### src/rtl/mem_port_master.sv
// Initiator for the 4096x16 main-memory port: single/burst read and write commands,
// zero-latency write beats, registered backpressured read responses.
// Optional MEM_CLEAR_ON_RESET_EN: zero the whole memory after every reset before accepting commands.
module mem_port_master #(
  parameter int AW    = 12,
  parameter int DW    = 16,
  parameter int LEN_W = 12
) (
  input  logic             clk_i,
  input  logic             rst_n_i,
  input  logic             cmd_valid_i,
  output logic             cmd_ready_o,
  input  logic             cmd_we_i,
  input  logic [AW-1:0]    cmd_addr_i,
  input  logic [LEN_W-1:0] cmd_len_i,
  input  logic             wr_valid_i,
  output logic             wr_ready_o,
  input  logic [DW-1:0]    wr_data_i,
  output logic             rsp_valid_o,
  input  logic             rsp_ready_i,
  output logic [DW-1:0]    rsp_data_o,
  output logic             rsp_last_o,
  output logic             busy_o,
  output logic             mem_we_o,
  output logic [AW-1:0]    mem_addr_o,
  output logic [DW-1:0]    mem_wdata_o,
  input  logic [DW-1:0]    mem_rdata_i
);

`ifdef MEM_CLEAR_ON_RESET_EN
  typedef enum logic [1:0] {IDLE, WR, RD, CLR} state_t;
  localparam state_t RST_ST = CLR;
`else
  typedef enum logic [1:0] {IDLE, WR, RD} state_t;
  localparam state_t RST_ST = IDLE;
`endif

  state_t           state_q;
  logic [AW-1:0]    addr_q, addr_d;
  logic [LEN_W-1:0] count_q, count_d;
  logic             rsp_valid_q, rsp_last_q;
  logic [DW-1:0]    rsp_data_q;
  logic             rd_cap, last_beat;

  assign addr_d    = addr_q + AW'(1);
  assign count_d   = count_q - LEN_W'(1);
  assign last_beat = (count_q == '0);
  // A read beat may only be captured once the response slot is free or draining.
  assign rd_cap    = (state_q == RD) && (!rsp_valid_q || rsp_ready_i);

  assign cmd_ready_o = (state_q == IDLE);
  assign wr_ready_o  = (state_q == WR);
  assign busy_o      = (state_q != IDLE);
  assign mem_addr_o  = addr_q;
  assign rsp_valid_o = rsp_valid_q;
  assign rsp_data_o  = rsp_data_q;
  assign rsp_last_o  = rsp_last_q;

`ifdef MEM_CLEAR_ON_RESET_EN
  assign mem_we_o    = rst_n_i && (((state_q == WR) && wr_valid_i) || (state_q == CLR));
  assign mem_wdata_o = (state_q == CLR) ? '0 : wr_data_i;
`else
  assign mem_we_o    = rst_n_i && (state_q == WR) && wr_valid_i;
  assign mem_wdata_o = wr_data_i;
`endif

  always_ff @(posedge clk_i) begin
    if (!rst_n_i) begin
      state_q     <= RST_ST;
      addr_q      <= '0;
      count_q     <= '0;
      rsp_valid_q <= 1'b0;
      rsp_data_q  <= '0;
      rsp_last_q  <= 1'b0;
    end else begin
      // Consumed response drops unless overwritten by a capture below.
      if (rsp_valid_q && rsp_ready_i) begin
        rsp_valid_q <= 1'b0;
        rsp_last_q  <= 1'b0;
      end
      case (state_q)
        IDLE: if (cmd_valid_i) begin
          addr_q  <= cmd_addr_i;
          count_q <= cmd_len_i;
          state_q <= cmd_we_i ? WR : RD;
        end
        WR: if (wr_valid_i) begin
          addr_q <= addr_d;
          if (last_beat) state_q <= IDLE;
          else           count_q <= count_d;
        end
        RD: if (rd_cap) begin
          rsp_data_q  <= mem_rdata_i;
          rsp_valid_q <= 1'b1;
          rsp_last_q  <= last_beat;
          addr_q      <= addr_d;
          if (last_beat) state_q <= IDLE;
          else           count_q <= count_d;
        end
`ifdef MEM_CLEAR_ON_RESET_EN
        CLR: begin
          addr_q <= addr_d;
          if (addr_q == '1) state_q <= IDLE;
        end
`endif
        default: state_q <= IDLE;
      endcase
    end
  end

endmodule

### config.mk
export PLATFORM = sky130hd
export DESIGN_NAME = mem_port_master
export DESIGN_NICKNAME = d
export VERILOG_FILES = /design/src/rtl/mem_port_master.sv
export SDC_FILE = /design/constraint.sdc
export NUM_CORES = 1
export LEC_CHECK = 0
export CAP_MARGIN = 20
export CELL_PAD_IN_SITES_DETAIL_PLACEMENT = 1
export CELL_PAD_IN_SITES_GLOBAL_PLACEMENT = 2
export CORE_MARGIN = 2
export CORE_UTILIZATION = 34
export DETAILED_ROUTE_END_ITERATION = 16
export DONT_BUFFER_PORTS = 1
export HOLD_SLACK_MARGIN = 0.05
export PLACE_DENSITY = 0.83
export SLEW_MARGIN = 40
export SYNTH_ARGS = -nofsm -noshare
export SYNTH_HDL_FRONTEND = slang
export SYNTH_SLANG_ARGS = --single-unit
### constraint.sdc
create_clock -name clk_i -period 2.3 [get_ports clk_i]
set_input_delay 0.115 -clock clk_i [delete_from_list [all_inputs] [get_ports clk_i]]
set_output_delay 0.115 -clock clk_i [all_outputs]
set_load 0.005 [all_outputs]
**After elaboration in Yosys (flattened, before gate mapping)**

Index checks and enable logic that the tools add are counted.
Widths: inputs -> output; s select.

- Bits in registers: 44
- Latch bits: 0
- Bits in writable memories: 0
- ROM bits: 0
- Input port bits: 62
- Output and inout port bits: 50
- Logic and storage cells: 47
- Memories: 0

- $add $sub $neg: 2
- $mul: 0
- Div/mod/pow operators: 0
- Order comparisons: 0
- Equality and inequality tests: 5
- Shift operators: 0
- Multiplexer cells: 21
- Bitwise operators: 0
- Reductions and logical operators: 13

Operator list:

| operator | number |
|---|---|
| $mux 12 | 7 |
| $pmux 12 s3 | 2 |
| $add 12x1->12 const B | 1 |
| $logic_not 12->1 | 1 |
| $sub 12x1->12 const B | 1 |
| $mux 2 | 5 |
| $mux 1 | 6 |
| $ne 2x2->1 const B | 3 |
| $pmux 2 s3 | 1 |
| $logic_and 1x1->1 | 4 |
| $reduce_and 4->1 | 1 |
| $reduce_and 3->1 | 1 |
| $reduce_bool 3->1 | 1 |
| $eq 2x1->1 const B | 1 |
| $eq 2x2->1 const B | 1 |
| $logic_not 2->1 | 1 |
| $reduce_and 2->1 | 1 |
| $reduce_bool 2->1 | 1 |
| $logic_not 1->1 | 1 |
| $logic_or 1x1->1 | 1 |

**Logic depth before layout (Yosys ltp)**

- Word-level depth: 5
- Depth in mapped cells: 8
- Depth with buffers taken out: 6

**Least setup slack after synthesis**

No wires, ideal clock.

- Path kind: register to register
- From: reg state_q[0]
- To: reg count_q[9]
- Setup time: 0.119 ns
- Data arrival time: 1.887 ns
- Required time: 2.181 ns
- Slack: 0.294 ns
- Cell stages (with the launch flop): 8
- Buffers on the path: 1
- Clock period less this slack: 2.006 ns
- Cell sequence: dfxtp_1 > inv_1 > ha_1 > buf_2 > nor3b_1 > nand4b_1 > o211a_1 > o221a_1

- Longest elaborated chain between the ends: 4
- Elaborated cells on any way between the ends: 10
- Classes of those cells: eq/ne: 5; mux: 1; reduce/logical: 4

RTL lines:

| element | RTL line | text |
|---|---|---|
| start: declaration | 38 | `state_t state_q;` |
| start signal: assignment | 85 | `state_q <= cmd_we_i ? WR : RD;` |
| $eq 2x2->1 | 49, 81 |  |
| $logic_and 1x1->1 | 49 | `assign rd_cap = (state_q == RD) && (!rsp_valid_q \|\| rsp_ready_i);` |
| $ne 2x2->1 (no line) | -- |  |
| $reduce_and 4->1 (no line) | -- |  |
| end signal: assignment | 84 | `count_q <= cmd_len_i;` |
| end signal: assignment | 90 | `else count_q <= count_d;` |
| end signal: assignment | 98 | `else count_q <= count_d;` |
| end: declaration | 40 | `logic [LEN_W-1:0] count_q, count_d;` |

Several ways; a longest one is shown, not always the timed one.
A chain may end at the register's enable or synchronous reset.

**Final worst setup path**

- From: reg state_q[0]
- To: reg count_q[0]

Same word-level chain as after synthesis.

==> impl_summary.log <==
[metrics] busiest layer in global routing: met2
[metrics] highest-count cells in the layout ignoring fill and taps: nand2_1 (49), dfxtp_1 (44), a21oi_1 (27)
[metrics] DRC errors left: 0
[metrics] via count of the first global-routing pass: approximately 2500
[metrics] most common library cell in the layout ignoring fill and taps: nand2_1
[metrics] run status: finished clean
[metrics] count of distinct cell types in the synthesized netlist: 59
[metrics] worst slew margin relative to its limit: 0.561
[metrics] register clock-pin slew on the reported worst setup and hold paths: 90 ps
[metrics] number of nets produced by synthesis: ~400
[metrics] Hold Fails Final Rpt: 0
[metrics] Final #Nets: 399
[metrics] Ant. Diodes: 0
[metrics] highest clock rate: 469 MHz
[metrics] TritonCTS Buffers: 5
[metrics] Critical Path Slowest Stage Cell: dfxtp_1
[metrics] remaining number of nets flagged by the antenna check after routing: 0
[metrics] kind of start point of the critical path: register
[metrics] global-route wire length before repair: 12800 um
[metrics] peak per-stage delay on the critical path: around 400 ps
[metrics] CTS tree: yes
[metrics] maximum clock insertion buffer count: 2
[metrics] initial antenna violation count: 0
[metrics] total number of yosys warnings: 0
[metrics] Core Region: around 0.0076 mm^2
[metrics] pins over their slew limit: 0
[metrics] buffers inserted during post-CTS setup optimization: 0
[metrics] start-to-end type of the worst setup path: reg -> reg
[metrics] area of the multi-input gates: 0.00149 mm^2
[metrics] 1st-iter DRT viols: 98
[metrics] Seq cells post-synth: 44
[metrics] wire length per cell after detailed routing: around 18 um
[metrics] number of rows created at floorplan: 32
[metrics] worst vdd ir: 629 uV
[metrics] Worst EP arrival: about 2400 ps
[metrics] time the worst path needs with I/O delays and setup: 2130 ps
[metrics] met3 global-route usage: 0.0509
[metrics] vertical extent of the die: 92.2 um
[metrics] DP HPWL: 5390 um
[metrics] Static Leakage: 1.05 nW
[metrics] floorplan die width: 92.2 um
[metrics] endpoint class of the critical path: register
[metrics] met1 Track Usage GR: 0.237
[metrics] series of cell instances along the critical path: inv_1 > ha_1 > nor3b_1 > nand4b_1 > buf_4 > nand2_2 > o311a_1
[metrics] post-layout worst setup margin: between 150 and 200 ps
[metrics] Worst path top cell family by delay: simple AND/OR/NAND/NOR gates
[metrics] I/O pins: 112
[metrics] final wirelength: ~8000 um
[metrics] floorplan die area: 0.00850 mm^2
[metrics] total power: between 4 and 5 mW
[metrics] buffers and inverters on the worst path: 2
[metrics] Synth Instances: 326
[metrics] Most used DFF post-synth: dfxtp_1
[metrics] count of flip-flops with a built-in enable after synthesis: 0
[metrics] number of levels in the clock H-tree: 2
[metrics] met2 Resource Use GR: 0.305
[metrics] count of TritonRoute iterations in the first routing pass: 4
[metrics] gr ovfl total: 0
[metrics] worst slew pin tran: 658 ps
[metrics] Total Routing Usage GR: 0.187
[metrics] layout-stage area growth over the synthesis result: 12.0%
[metrics] final design utilization: 0.387
[metrics] clock latency at the later pin of the worst-skew pair: 300 ps
[metrics] Port-buffer cells: 0
[metrics] final weighted congestion in routability-driven placement: around 0.9
[metrics] dpl ws: 142 ps
[metrics] synthesized area: between 0.002 and 0.003 mm^2
[metrics] mean post-synth cell area: 8.12 um^2
[metrics] Max Cap Violations: 0
[metrics] average via count per standard cell: 5.63
[metrics] power per cell area: ~1400 mW/mm^2
[metrics] final-layout fill cell count: 906
[metrics] total negative slack for setup checks: 0 ps
[metrics] share of the yosys chip area belonging to registers: 0.333
[metrics] post-synthesis async set-or-reset flop share: 0
[metrics] vias: 2439
[metrics] Starting Density: 0.346
[metrics] clock tree root buffer cell: clkbuf_8
[metrics] clock tree skew after final layout: 7.18 ps
[metrics] type of the most critical hold path: in -> reg
[metrics] area taken by flip-flops and latches: 881 um^2
[metrics] count of final setup violators: 0
[metrics] Num Clock Sinks: 44
[metrics] layout cells sized above 1: 0.103
[metrics] critical path peak fanout: 5
[metrics] Final period util: 0.928
[metrics] endpoint required time on the critical path: 2540 ps
[metrics] unrepaired setup endpoints after global routing: no
[metrics] pin count of the biggest net entering global routing: 31
[stage by stage]
step,cell area [um^2],std cells,hold slack [ps]
floorplan,2650,326,251
global placement,2650,403,230
detailed placement,2650,403,230
CTS,2970,433,53.4
global route,2960,433,66.6
finish,2960,433,56.8
[cells in the mapped netlist (all sizes together), types with 4 or more instances]
| cell | count | area (um^2) |
|---|---|---|
| o31ai | 6 | 45.0 |
| dfxtp | 44 | 881 |
| a211oi | 7 | 77.6 |
| nand3 | 10 | 50.1 |
| clkbuf | 14 | 52.6 |
| nor2 | 15 | 56.3 |
| a21boi | 7 | 52.6 |
| o21ai | 15 | 75.1 |
| nand2 | 50 | 190 |
| o221a | 4 | 45.0 |
| ha | 7 | 87.6 |
| a21oi | 27 | 135 |
| nand2b | 4 | 25.0 |
| nor4 | 8 | 65.1 |
| nor2b | 10 | 70.1 |
| nor3 | 8 | 40.0 |
| buf | 24 | 179 |
| inv | 13 | 48.8 |
[worst paths after layout]
| kind | startpoint | endpoint | slack, ps | depth (start not counted) |
|---|---|---|---|---|
| max | state_q[0]$_SDFFE_PN0P_ | count_q[0]$_SDFFE_PN0P_ | 170 | 7 |
| min | cmd_addr_i[8] | mem_addr_o[8]$_SDFFE_PN0P_ | 60 | 2 |
| max reg2reg | state_q[0]$_SDFFE_PN0P_ | count_q[0]$_SDFFE_PN0P_ | 170 | 7 |
| min reg2reg | rsp_data_o[5]$_SDFFE_PN0P_ | rsp_data_o[5]$_SDFFE_PN0P_ | 480 | 2 |
[sequential cells by signal (all words and copies together) (netlist names)]
register and cells:
rsp_valid_o 1, count_q 12, state_q 2, rsp_data_o 16, mem_addr_o 12, rsp_last_o 1
[what timing repair did]
| item | 4_1_cts | 5_1_grt |
|---|---|---|
| endpoints found under the hold margin | 35 | 0 |
| endpoints found under the setup margin | 0 | 3 |
| hold buffers | 22 | 0 |
| gates resized for setup | 0 | 1 |
[logic make-up after synthesis]
| logic type | Yosys count | share of synthesized area |
|---|---|---|
| buffers and inverters | 51 | 0.106 |
| AOI/OAI and AO/OA | 97 | 0.277 |
| muxes | 4 | 0.0156 |
| adders and majority gates | 7 | 0.0331 |
| DFF | 44 | 0.333 |
| and+or+nand+nor | 123 | 0.236 |
[routing by layer]
metal  wire length (um)  up-vias
met5                  0        -
met4                145        0
met2               3730       77
met3                588       19
li1                   -     1160
met1               3390     1183
[cell type report]
type                       instances  area share
clock inverter                     1     0.00253
sequential                        44       0.297
inverter                          13      0.0165
clock buffer                       7      0.0291
tap                              102      0.0431
timing repair buffer              35       0.110
multi-input combinational        231       0.502
[worst reg2reg max path: stages (launching register included)]
cell and delay [ps]:
dfxtp_1 400, inv_1 80, ha_1 370, nor3b_1 360, nand4b_1 280, buf_4 250, nand2_2 130, o311a_1 190
[report_power, final]
part | leakage (nW) | switching, mW | total [mW] | internal (mW)
logic | 0.649 | 1.41 | 2.39 | 0.984
registers | 0.361 | 0.332 | 1.35 | 1.01
clock network | 0.0445 | 0.283 | 0.527 | 0.245
total | 1.05 | 2.02 | 4.27 | 2.24
(Power assumes the default switching activity.)
